[config.mk]
export PLATFORM = sky130hd
export DESIGN_NAME = pwm_cfg_scheduler
export DESIGN_NICKNAME = d
export VERILOG_FILES = /design/src/rtl/pwm_cfg_scheduler.sv
export SDC_FILE = /design/constraint.sdc
export NUM_CORES = 1
export LEC_CHECK = 0
export CORE_UTILIZATION = 35
export CTS_BUF_LIST = sky130_fd_sc_hd__clkbuf_2 sky130_fd_sc_hd__clkbuf_4 sky130_fd_sc_hd__clkbuf_8
export DETAILED_ROUTE_END_ITERATION = 8
export HOLD_SLACK_MARGIN = 0.15
export PLACE_DENSITY = 0.51
export SLEW_MARGIN = 20
export SYNTH_ARGS = -nofsm -noshare
export SYNTH_HDL_FRONTEND = slang
export SYNTH_SLANG_ARGS = --single-unit
[constraint.sdc]
create_clock -name clk -period 15.45 [get_ports clk]
set_clock_uncertainty 0.2 [all_clocks]
set_input_delay 1.545 -clock clk [delete_from_list [all_inputs] [get_ports clk]]
set_output_delay 1.545 -clock clk [all_outputs]
set_load 0.02 [all_outputs]
[src/rtl/pwm_cfg_scheduler.sv]
// rtl/pwm_cfg_scheduler.sv - SPI frame FIFO, shadow register bank and period-aligned commit for the PWM core
//
// Purpose:
//   Decoded SPI write frames are queued in a small FIFO and then validated
//   one at a time by an IDLE/FETCH/EXEC sequencer. Valid writes land in a
//   shadow bank. The whole bank is copied to the live PWM-facing registers
//   only on a PWM period end, so the PWM core never sees a partial update.
//
// Ports:
//   clk            in   system clock
//   rst            in   asynchronous active-high reset
//   frame_valid    in   one-cycle pulse, frame_data holds a complete frame
//   frame_data     in   [15] write flag, [14:8] address, [7:0] data
//   frame_ready    out  FIFO not full
//   pwm_period_end in   one-cycle pulse on the last cycle of a PWM period
//   en_out         out  live reg 1 (hi byte) / reg 0 (lo byte)
//   pwm_en         out  live reg 3 (hi byte) / reg 2 (lo byte)
//   duty           out  live reg 4
//   pending        out  shadow bank holds uncommitted writes
//   commit_pulse   out  high for the cycle after a commit
//   drop_count     out  saturating count of discarded frames

module pwm_cfg_scheduler #(
   parameter int MAX_ADDR   = 4,
   parameter int FIFO_DEPTH = 4
) (
   input  logic        clk,
   input  logic        rst,
   input  logic        frame_valid,
   input  logic [15:0] frame_data,
   output logic        frame_ready,
   input  logic        pwm_period_end,
   output logic [15:0] en_out,
   output logic [15:0] pwm_en,
   output logic [7:0]  duty,
   output logic        pending,
   output logic        commit_pulse,
   output logic [7:0]  drop_count
);

   localparam int PW = $clog2(FIFO_DEPTH);
   localparam logic [6:0] MAX_ADDR_C = 7'(MAX_ADDR);

   typedef enum logic [1:0] {
      S_IDLE,
      S_FETCH,
      S_EXEC
   } state_t;

   // ---------------- frame FIFO ----------------
   logic [15:0] fifo_q [FIFO_DEPTH];
   logic [PW:0] wr_ptr_q;
   logic [PW:0] rd_ptr_q;
   logic        fifo_empty;
   logic        fifo_full;
   logic        push;
   logic        pop;
   logic        overflow;

   // The extra wrap bit separates full (same index, different lap) from empty.
   assign fifo_empty = (wr_ptr_q == rd_ptr_q);
   assign fifo_full  = (wr_ptr_q[PW] != rd_ptr_q[PW]) &&
                       (wr_ptr_q[PW-1:0] == rd_ptr_q[PW-1:0]);
   assign push       = frame_valid && !fifo_full;
   assign overflow   = frame_valid && fifo_full;

   always_ff @(posedge clk or posedge rst) begin
      if (rst) begin
         wr_ptr_q <= '0;
         rd_ptr_q <= '0;
         for (int i = 0; i < FIFO_DEPTH; i++) begin
            fifo_q[i] <= '0;
         end
      end else begin
         if (push) begin
            fifo_q[wr_ptr_q[PW-1:0]] <= frame_data;
            wr_ptr_q                 <= wr_ptr_q + 1'b1;
         end
         if (pop) begin
            rd_ptr_q <= rd_ptr_q + 1'b1;
         end
      end
   end

   // ---------------- sequencer ----------------
   state_t      state_q;
   state_t      state_d;
   logic [15:0] decode_q;
   logic [6:0]  dec_addr;
   logic        dec_ok;
   logic        exec_write;
   logic        exec_drop;

   always_comb begin
      state_d = state_q;
      pop     = 1'b0;
      case (state_q)
         S_IDLE:  if (!fifo_empty) state_d = S_FETCH;
         S_FETCH: begin
            pop     = 1'b1;
            state_d = S_EXEC;
         end
         S_EXEC:  state_d = S_IDLE;
         default: state_d = S_IDLE;
      endcase
   end

   always_ff @(posedge clk or posedge rst) begin
      if (rst) begin
         state_q  <= S_IDLE;
         decode_q <= '0;
      end else begin
         state_q <= state_d;
         if (state_q == S_FETCH) begin
            decode_q <= fifo_q[rd_ptr_q[PW-1:0]];
         end
      end
   end

   assign dec_addr   = decode_q[14:8];
   assign dec_ok     = decode_q[15] && (dec_addr <= MAX_ADDR_C);
   assign exec_write = (state_q == S_EXEC) && dec_ok;
   assign exec_drop  = (state_q == S_EXEC) && !dec_ok;

   // ---------------- shadow / live banks ----------------
   logic [7:0] shadow_q [MAX_ADDR+1];
   logic [7:0] shadow_d [MAX_ADDR+1];
   logic [7:0] live_q   [MAX_ADDR+1];
   logic       dirty_q;
   logic       dirty_d;
   logic       commit;
   logic       commit_pulse_q;

   always_comb begin
      for (int i = 0; i <= MAX_ADDR; i++) begin
         shadow_d[i] = shadow_q[i];
         if (exec_write && (dec_addr == 7'(i))) begin
            shadow_d[i] = decode_q[7:0];
         end
      end
   end

   assign commit = pwm_period_end && dirty_q;

   // A write landing on the commit edge re-arms dirty, so it goes out next period.
   always_comb begin
      dirty_d = dirty_q;
      if (commit) dirty_d = 1'b0;
      if (exec_write) dirty_d = 1'b1;
   end

   always_ff @(posedge clk or posedge rst) begin
      if (rst) begin
         for (int i = 0; i <= MAX_ADDR; i++) begin
            shadow_q[i] <= '0;
            live_q[i]   <= '0;
         end
         dirty_q        <= 1'b0;
         commit_pulse_q <= 1'b0;
      end else begin
         for (int i = 0; i <= MAX_ADDR; i++) begin
            shadow_q[i] <= shadow_d[i];
            // Copy the pre-write shadow so a same-edge write is not split in.
            if (commit) live_q[i] <= shadow_q[i];
         end
         dirty_q        <= dirty_d;
         commit_pulse_q <= commit;
      end
   end

   // ---------------- drop counter ----------------
   logic [7:0] drop_q;
   logic [7:0] drop_d;
   logic [1:0] drop_inc;
   logic [8:0] drop_sum;

   always_comb begin
      drop_inc = {1'b0, overflow} + {1'b0, exec_drop};
      drop_sum = {1'b0, drop_q} + {7'd0, drop_inc};
      drop_d   = drop_sum[8] ? 8'hFF : drop_sum[7:0];
   end

   always_ff @(posedge clk or posedge rst) begin
      if (rst) drop_q <= '0;
      else     drop_q <= drop_d;
   end

   // ---------------- outputs ----------------
   assign frame_ready  = !fifo_full;
   assign en_out       = {live_q[1], live_q[0]};
   assign pwm_en       = {live_q[3], live_q[2]};
   assign duty         = live_q[4];
   assign pending      = dirty_q;
   assign commit_pulse = commit_pulse_q;
   assign drop_count   = drop_q;

endmodule

==> results.txt <==
The floorplan has 52 rows. The insertion delay to the later sink of the worst-skew pair came out at 460 ps. The run finished with clean final reports. For this run, asynchronously set or reset flops after synthesis account for 1.00. The origin of the worst min-delay path is state_q[1]. The total leakage power is 4.01 nW.

The startpoint-to-endpoint class of the critical path is register to output port. The count of yosys warnings during synthesis is 0. The HPWL after detailed placement is 9.06 mm. The net switching component of the power came out at 0.515 mW.

For this design, the sink count on the clock tree is 178. For this run, the register share of the synthesized area comes to 0.599. The total of flip-flops plus latches after synthesis came out at 178. The average instance area after synthesis is 16.5 sq um.

The area growth from synthesis to layout is 19.3%. The number of synthesized flops with an enable pin is 0. In this run, distinct cell masters in the synthesized netlist total 35.

Of the total power, combinational logic draws 0.327. The initial antenna violation count came to 0. The total of hold buffers inserted after clock tree synthesis came out at 0. The max-slew violation count was 0. The power consumption is 1.63 mW. Of the total power, the clock network draws 0.219. The die footprint came out at 0.0219 sq mm. The endpoint identified for the worst register-to-register timing path is drop_count[7]. The fmax came out at 270 MHz.

The internal reg-to-reg setup slack is 12600 ps. The repair_antennas step left the layout with diodes totalling 0. Entering global routing, the biggest net connects 99 pins. The time the worst path needs with I/O delays and setup came out at 3710 ps. STA classifies the critical path endpoint as an output port.

The count of endpoints failing hold in the final timing report came out at 0. The library cell used most frequently in the layout, excluding fill and tap cells, is sky130_fd_sc_hd__dfrtp_1. The main flop type after synthesis is sky130_fd_sc_hd__dfrtp_1.

The effective utilization at floorplan came out at 0.362. The global routing usage summed across all routing layers came out at 0.140. The final weighted congestion in routability-driven placement came out at 0.706. The number of global-route vias before repair came out at 4154. The synthesized net count came out at 477.

For hold timing, the worst endpoint is state_q[0]. The clock tree synthesis step divided the H-tree into 4 levels. Max-cap violations in this run came to 0. Using the TritonRoute via totals, the vias-per-cell ratio works out to 4.82. In this run the worst path has a maximum fanout of 6.

The total congestion overflow came out at 0. The largest buffer count on any clock path came out at 2. Buffers inserted during clock tree synthesis total 17. The arrival time reported for the critical path endpoint is 1960 ps. The root buffer cell chosen for the clock tree is sky130_fd_sc_hd__clkbuf_8. The logic depth of the worst register-to-register path came out at 7.

The fraction of layout instances using a drive strength above 1 came out at 0.425. TritonCTS built the clock tree. The number of cells on the worst hold path is 1. The switching fraction of total power is 0.316. The total setup buffers inserted after CTS is 0. Clock-pin slew was measured on the worst setup and hold paths at 80 ps. The die width is 148 um. The net count of the finished layout is 555. The mean routed wirelength per cell came out at 17.4 um. Measured against its own limit, the worst slew margin works out to 0.395. The buffer and inverter count on the worst path is 1. The area of the core is 0.0206 sq mm. The slew at the pin with the worst max-slew slack is 895 ps. The worst setup path is launched from a register.

The sum of negative setup slack came out at 0 ps. The die outline height is 148 um. The internal power of the cells totals 1.12 mW.

The number of gates given a new drive strength after cts is 0. The delay of the slowest critical-path stage is 550 ps. The cell count after synthesis came out at 450. Setup repair after global routing left no endpoint under its margin. The total wirelength of the detailed-routed design came out at 14.1 mm. The first detailed-routing pass took 4 iterations. The origin of the critical flop-to-flop path is decode_q[11].

The required time of the critical path came out at 13710 ps. During placement, the flow inserted port buffers numbering 70. The final route contains 3909 vias.

The global-route wire length before repair is 23.1 mm. On the critical path, the stage with the largest delay is an instance of sky130_fd_sc_hd__clkdlybuf4s50_1. The power density over the cells is 184 mW/mm^2.

The number of DRC markers after the initial detailed-route iteration is 98. The post-detailed-route count of antenna-violating nets came out at 0. In the routed design, unresolved DRC markers number 0. The top-level port count came out at 71. The final hold slack is 275 ps. Dividing the final minimum period by the clock period gives 0.240. In the layout the commonest cells are sky130_fd_sc_hd__dfrtp_1, sky130_fd_sc_hd__mux2_2, sky130_fd_sc_hd__clkdlybuf4s50_1. The family with the most delay on the worst path is buffers and inverters. The worst hold path belongs to the class register to register. The signal on the critical path passes through xor2_4, nand2_1, clkdlybuf4s50_1.

The area of the mapped netlist is 0.00744 sq mm. The share of total power dissipated in sequential elements is 0.454. Setup violations remaining at the end of the flow were counted as 0. The worst voltage drop across the vdd grid came out at 65.7 uV.
cells in the mapped netlist (3+ instances only):
library cell               number  area, sq um
sky130_fd_sc_hd__dfrtp_1      178         4450
sky130_fd_sc_hd__mux2_2       155         1750
sky130_fd_sc_hd__mux2_4         9          135
sky130_fd_sc_hd__a31oi_1        3         18.8
sky130_fd_sc_hd__nand2_1       10         37.5
sky130_fd_sc_hd__buf_6          5         56.3
sky130_fd_sc_hd__inv_1          5         18.8
sky130_fd_sc_hd__nand4_1        3         18.8
sky130_fd_sc_hd__nor2_1         4         15.0
sky130_fd_sc_hd__nor2b_1        3         18.8
sky130_fd_sc_hd__ha_1           6         75.1
sky130_fd_sc_hd__a31oi_4        4         85.1
sky130_fd_sc_hd__buf_1          7         26.3
sky130_fd_sc_hd__xnor2_1        3         26.3
sky130_fd_sc_hd__xor2_1         5         43.8
sky130_fd_sc_hd__mux4_2        16          360
sky130_fd_sc_hd__nand3_1        6         30.0
sky130_fd_sc_hd__nand2b_1       3         18.8
power groups by stage:
stage          logic [mW]  clock network, mW  registers [mW]
6_report            0.534              0.357           0.741
5_1_grt             0.581              0.388           0.767
4_1_cts             0.547              0.372           0.745
3_5_place_dp        0.544                  0           0.755
3_3_place_gp        0.532                  0           0.747
2_1_floorplan       0.418                  0           0.728
final cells by class:
class | instances | area (sq um)
clock inverters | 13 | 196
inverters | 5 | 23.8
multi-input cells | 251 | 2870
well taps | 270 | 338
flip-flops and latches | 178 | 4450
clock buffers | 19 | 255
repair buffers | 75 | 742
fillers | 1915 | 11700
routing by layer:
| metal | wire length [um] | vias up | part of all wire | GRT usage |
|---|---|---|---|---|
| li1 | - | 1791 | - | - |
| met1 | 6890 | 2042 | 0.49 | 0.196 |
| met2 | 6620 | 64 | 0.47 | 0.213 |
| met3 | 470 | 12 | 0.033 | 0.0367 |
| met4 | 116 | 0 | 0.0082 | 0.0387 |
| met5 | 0 | - | 0 | 0 |
metrics by stage:
step | utilization | cell area (sq um) | worst slack (ps) | instances
floorplan | - | 7440 | 8870 | 450
global placement | 0.410 | 8420 | 11490 | 779
detailed placement | 0.410 | 8420 | 11380 | 779
CTS | 0.432 | 8870 | 11680 | 811
global route | 0.432 | 8880 | 11610 | 811
finish | 0.432 | 8880 | 11740 | 811
worst max path at each step:
stage | start | to | slack, ps | cells after the start
6_report | wr_ptr_q[2] | frame_ready | 11740 | 3
4_1_cts | wr_ptr_q[2] | frame_ready | 11680 | 3
2_1_floorplan | rst | commit_pulse | 8870 | 1
3_3_place_gp | rst | shadow_q[23] | 11490 | 3
3_5_place_dp | rst | shadow_q[23] | 11380 | 3
5_1_grt | wr_ptr_q[0] | frame_ready | 11610 | 4
sequential cells by signal, summed over array words and instances (netlist names):
signal,flops
shadow_q,40
duty,8
decode_q,16
state_q,2
drop_count,8
wr_ptr_q,3
pending,1
en_out,16
pwm_en,16
commit_pulse,1
rd_ptr_q,3
fifo_q,64
worst reg2reg max path: stages, from the launching register on:
cell	delay, ps
sky130_fd_sc_hd__dfrtp_1	420
sky130_fd_sc_hd__nor4_4	600
sky130_fd_sc_hd__nand3_1	140
sky130_fd_sc_hd__and2_1	200
sky130_fd_sc_hd__fa_1	440
sky130_fd_sc_hd__ha_1	310
sky130_fd_sc_hd__nand2b_1	170
sky130_fd_sc_hd__mux2_2	250
cell families after synthesis:
logic type | Yosys count | synth area share
adder cells (fa/ha/maj) | 7 | 0.0128
flip-flops | 178 | 0.599
multiplexers | 181 | 0.302
AO/OA/AOI/OAI | 12 | 0.0180
XOR/XNOR | 11 | 0.0175
buffers and inverters | 21 | 0.0160
AND/OR/NAND/NOR | 40 | 0.0348
Note: power is estimated with default switching activity, not from simulation.
==> patch 1 (config.mk and constraints unchanged) <==
Reset style: synchronous (`rst`), changed in 4 clocked blocks. Comments in the files are not updated.
--- a/src/rtl/pwm_cfg_scheduler.sv
+++ b/src/rtl/pwm_cfg_scheduler.sv
@@ -64,7 +64,7 @@
    assign push       = frame_valid && !fifo_full;
    assign overflow   = frame_valid && fifo_full;
 
-   always_ff @(posedge clk or posedge rst) begin
+   always_ff @(posedge clk) begin
       if (rst) begin
          wr_ptr_q <= '0;
          rd_ptr_q <= '0;
@@ -105,7 +105,7 @@
       endcase
    end
 
-   always_ff @(posedge clk or posedge rst) begin
+   always_ff @(posedge clk) begin
       if (rst) begin
          state_q  <= S_IDLE;
          decode_q <= '0;
@@ -149,7 +149,7 @@
       if (exec_write) dirty_d = 1'b1;
    end
 
-   always_ff @(posedge clk or posedge rst) begin
+   always_ff @(posedge clk) begin
       if (rst) begin
          for (int i = 0; i <= MAX_ADDR; i++) begin
             shadow_q[i] <= '0;
@@ -180,7 +180,7 @@
       drop_d   = drop_sum[8] ? 8'hFF : drop_sum[7:0];
    end
 
-   always_ff @(posedge clk or posedge rst) begin
+   always_ff @(posedge clk) begin
       if (rst) drop_q <= '0;
       else     drop_q <= drop_d;
    end
Behaviour: differs if rst is asserted again (counterexample within 10 cycles, from zero or initial values and one cycle with rst high); with rst held inactive, the same outputs for 10 cycles.
==> patch 1 against the unedited design <==
First-iteration DRC count increased to 3.0 times the old value; register-to-register slack worse by 150 ps; setup slack lost 790 ps; die area decreased by 2.8%; cell area fell by 2.8%; count of clock-buffer cells in the layout is 1 lower; routed wire length up 5.6%; sequential cell count is the same; area after synthesis shrank 2.8%.
Power is not compared: it rests on default switching activity, and its combinational part moved more than twofold at a synthesized area within 25%.
==> patch 1: results <==
[status]
status = "completed"

[global_routing]
gr-usage-all-layers_pct = 15.1
grt_first_pass_wirelength_mm = 24.4
groute.layer.met2.usage_pct = 25.8
grtUsageMet1_pct = 18.7

[placed_design]
placedInstanceArea_um2 = 8240
numPlacedInstances = 892

[hold_path]
worstHoldEndpoint = "shadow_q[0][29]$_SDFFE_PP0P_"
worst_hold_path.num_cells = 2
min-delay-start = "shadow_q[0][29]$_SDFFE_PP0P_"

[logic_synthesis]
synth-seq-area-share_pct = 63.7
synthXorXnorAreaFrac_pct = 0.934
synthesis.instances = 572
synth_area_leaders = "edfxtp_1 (43%), dfxtp_1 (20%), mux2i_1 (5.5%), mux4_2 (5.0%), nand2_1 (4.7%)"
postSynth.topFlopCell = "edfxtp_1"
largest_family_of_logic_cells_by_synthesized_area = "simple AND/OR/NAND/NOR gates"
ys_top_cells_by_count = "edfxtp_1 (104), nand2_1 (91), dfxtp_1 (74), nor2_1 (69)"
post_synthesis_net_count = 596
number_of_synthesized_flops_with_an_enable_pin = 104

[critical_path]
worst-r2r-cell-count = 4
worst-r2r-setup-slack_ps = 12450
cpMaxStageDelayCell = "nor3_4"
crit_path_max_incr_delay_ps = 810
critical-path-top-delay-family = "simple AND/OR/NAND/NOR gates"
first_element_of_the_critical_path = "wr_ptr_q[1]$_SDFFE_PP0P_"
arrival_time_at_the_worst_endpoint_ps = 2750

[cells_and_area]
comb.multi_input.count = 352
finish.utilization_pct = 42.6
layout.filler_cells = 1882
buffer_area_share_pct = 9.08
drive_gt1_share_pct = 11.9
clkbuf_count = 18
clk_share_pct = 4.47
seq-cell-share_pct = 53.4
num-nets-final = 665
n_all_buffers = 81
multi_input_area_share_pct = 28.7

[timing]
timing_worst_slew_pin_value_ps = 1090
timing.final.crit_period_ps = 4500

[clock_tree]
clkSlewWorstSetupHoldPaths_ps = 100

[drt]
route.vias.total = 4413
avgRoutedWirePerCell_um = 16.1
drt-initial-drc-count = 296

[floorplan]
die_w_um = 146
patch 1: cell count changes in the layout (fill, tap and decap cells not counted), moves of 8 or more:
| cell | unedited run | this run |
|---|---|---|
| dfrtp_1 | 178 | 0 |
| mux2_2 | 155 | 0 |
| edfxtp_1 | 0 | 104 |
| nand2_1 | 10 | 91 |
| dfxtp_1 | 0 | 74 |
| nor2_1 | 4 | 69 |
| mux2i_1 | 1 | 40 |
| and2_1 | 2 | 40 |
| a21oi_1 | 1 | 13 |
| mux2_4 | 9 | 0 |
| o2bb2ai_1 | 0 | 8 |
patch 1: power by group through the flow:
stage | clock network (mW) | registers (mW) | logic [mW]
after floorplan | 0 | 0.583 | 0.133
after global placement | 0 | 0.584 | 0.194
after detailed placement | 0 | 0.587 | 0.198
after CTS | 0.323 | 0.576 | 0.198
after global routing | 0.342 | 0.581 | 0.211
final | 0.315 | 0.575 | 0.194
==> patch 2 (config.mk and constraints unchanged) <==
Without the edit above. `FIFO_DEPTH`: 4 -> 8.
--- a/src/rtl/pwm_cfg_scheduler.sv
+++ b/src/rtl/pwm_cfg_scheduler.sv
@@ -22,7 +22,7 @@
 
 module pwm_cfg_scheduler #(
    parameter int MAX_ADDR   = 4,
-   parameter int FIFO_DEPTH = 4
+   parameter int FIFO_DEPTH = 8
 ) (
    input  logic        clk,
    input  logic        rst,
Function: changed (a bounded check fails within 10 cycles, from zero or initial values and one cycle with rst high).
==> patch 2 against the unedited design <==
Global-route usage grew 0.85 points; cell area grew 39%; setup slack lost 640 ps; power grew 49%; sequential cell count grew 66; routed wire length grew 51%; count of clock-buffer cells in the layout grew 52; hold slack lost 20 ps; fmax shrank 15%; area after synthesis grew 38%; critical path type unchanged; critical endpoint unchanged.
==> patch 2: results <==
[status]
status = "completed"

[cells_and_area]
largest_registers = "fifo_q (128), shadow_q (40)"
n_antenna_cell = 0
num-nets-final = 769
drive_gt1_share_pct = 43.4
layout.filler_cells = 2639

[drt]
count_of_antenna_violating_nets_left_after_detailed_routing = 0
avgRoutedWirePerCell_um = 18.3
drt-initial-drc-count = 193
route.vias.total = 5634
dr.pass1.iters = 4
post_drt_via_cell_ratio = 4.84

[critical_path]
critical-path-top-delay-family = "buffers and inverters"
crit_path_max_incr_delay_ps = 530
critical_path_peak_fanout = 32
arrival_time_at_the_worst_endpoint_ps = 2600
cpMaxStageDelayCell = "buf_4"

[logic_synthesis]
ys_top_cells_by_count = "dfrtp_1 (244), mux2_2 (198), mux4_2 (32), nand2_1 (32)"
synth-seq-area-share_pct = 59.3
netlist_cell_types = 42
postSynthAreaPerCell_um2 = 15.7
post_synthesis_net_count = 680
postSynth.topFlopCell = "dfrtp_1"
synth_area_leaders = "dfrtp_1 (59%), mux2_2 (22%), mux4_2 (7.0%), mux2i_1 (1.7%), mux2_4 (1.5%)"
synth-async-reset-ratio_pct = 100
yosysWarnings = 0
synth_largest_type_area_fraction_pct = 59.3

[placed_design]
hpwlAfterDp_mm = 13.2
gp_routability_congestion = 0.725
numPlacedInstances = 1083
buffers_added_on_ports = 70
pre_cts_slack_ps = 11190

[global_routing]
gr-usage-all-layers_pct = 14.8
grt_first_pass_wirelength_mm = 34.9
grt_pass1_vias = 6192
grtUsageMet1_pct = 19.9
groute.layer.met2.usage_pct = 24.4
maximum_number_of_pins_on_one_net_before_global_route_repair = 163
antenna_found_initial = 0
met3_usage_pct = 2.85

[clock_tree]
number_of_levels_in_the_clock_h_tree = 2
post_cts.resized_instances = 0
cts_buffer_depth = 3
clkSlewWorstSetupHoldPaths_ps = 60
numCtsBuffers = 44
buffer_type_at_the_clock_tree_root = "clkbuf_8"
clk_latency_ps = 540
post_cts_buffers = 0

[timing]
final-max-slew-violation-count = 0
timing.slew.headroom_pct = 31.5

[hold_path]
timing.hold.worst.class = "reg2reg"

[pwr]
worst_ir_drop_vdd_mv = 0.0949
power_leakage_nw = 5.56
-- patch 2: worst register-to-register path: stages, from the launching register on --
cell and delay, ps:
dfrtp_2 340, buf_4 530, xor2_1 270, nor4_2 60, buf_4 200, or4b_1 990
mux2_2 460
-- patch 2: worst paths after layout --
kind	end	cells past startpoint	slack [ps]	from
max in group asynchronous	en_out[4]$_DFFE_PP0P_	3	12480	rst
worst min-delay path	state_q[0]$_DFFE_PP0P_	1	250	state_q[1]$_DFFE_PP0P_
min in group asynchronous	fifo_q[83]$_DFFE_PP0P_	2	1350	rst
worst max register to register	fifo_q[38]$_DFFE_PP0P_	6	12260	rd_ptr_q[0]$_DFFE_PP0N_
worst min register to register	state_q[0]$_DFFE_PP0P_	1	250	state_q[1]$_DFFE_PP0P_
worst max-delay path	frame_ready	6	11100	rd_ptr_q[0]$_DFFE_PP0N_
-- patch 2: stage by stage --
step                      total power [mW]  hold slack [ps]  utilization (%)  instance area, um^2
after floorplan                       1.60              219                -                10300
after global placement                1.79              241             39.4                11400
after detailed placement              1.83              251             39.5                11400
after CTS                             2.48              261             42.8                12400
after global routing                  2.60              276             42.9                12400
final                                 2.44              255             42.9                12400
-- patch 2: area by class of cell --
cell class              instances  area share [%]
clock inverters                 9           0.496
inverters                       5           0.253
multi-input cells             371            32.3
well taps                     384            3.88
repair buffers                 79            6.30
clock buffers                  71            7.34
flip-flops and latches        244            49.4
-- patch 2: power breakdown --
| group | leakage, nW | internal (mW) | switching (mW) |
|---|---|---|---|
| clock network | 0.513 | 0.374 | 0.262 |
| registers | 3.10 | 0.880 | 0.150 |
| logic | 1.94 | 0.437 | 0.336 |
-- patch 2: routing by layer --
metal / wire (um) / vias to the layer above
met3: 787 / 37
li1: - / 2584
met5: 0 / -
met1: 9840 / 2910
met2: 10300 / 103
met4: 402 / 0
-- patch 2: cell families (layout without fill, tap and decap cells) --
| kind of cell | after synthesis | count (layout) | synth area share [%] |
|---|---|---|---|
| muxes | 258 | 258 | 31.9 |
| AOI/OAI and AO/OA | 23 | 23 | 1.19 |
| adders and majority gates | 4 | 4 | 0.559 |
| and+or+nand+nor | 73 | 73 | 3.92 |
| buffers and inverters | 41 | 164 | 2.09 |
| xor gates and xnor gates | 13 | 13 | 1.11 |
| DFF | 244 | 244 | 59.3 |
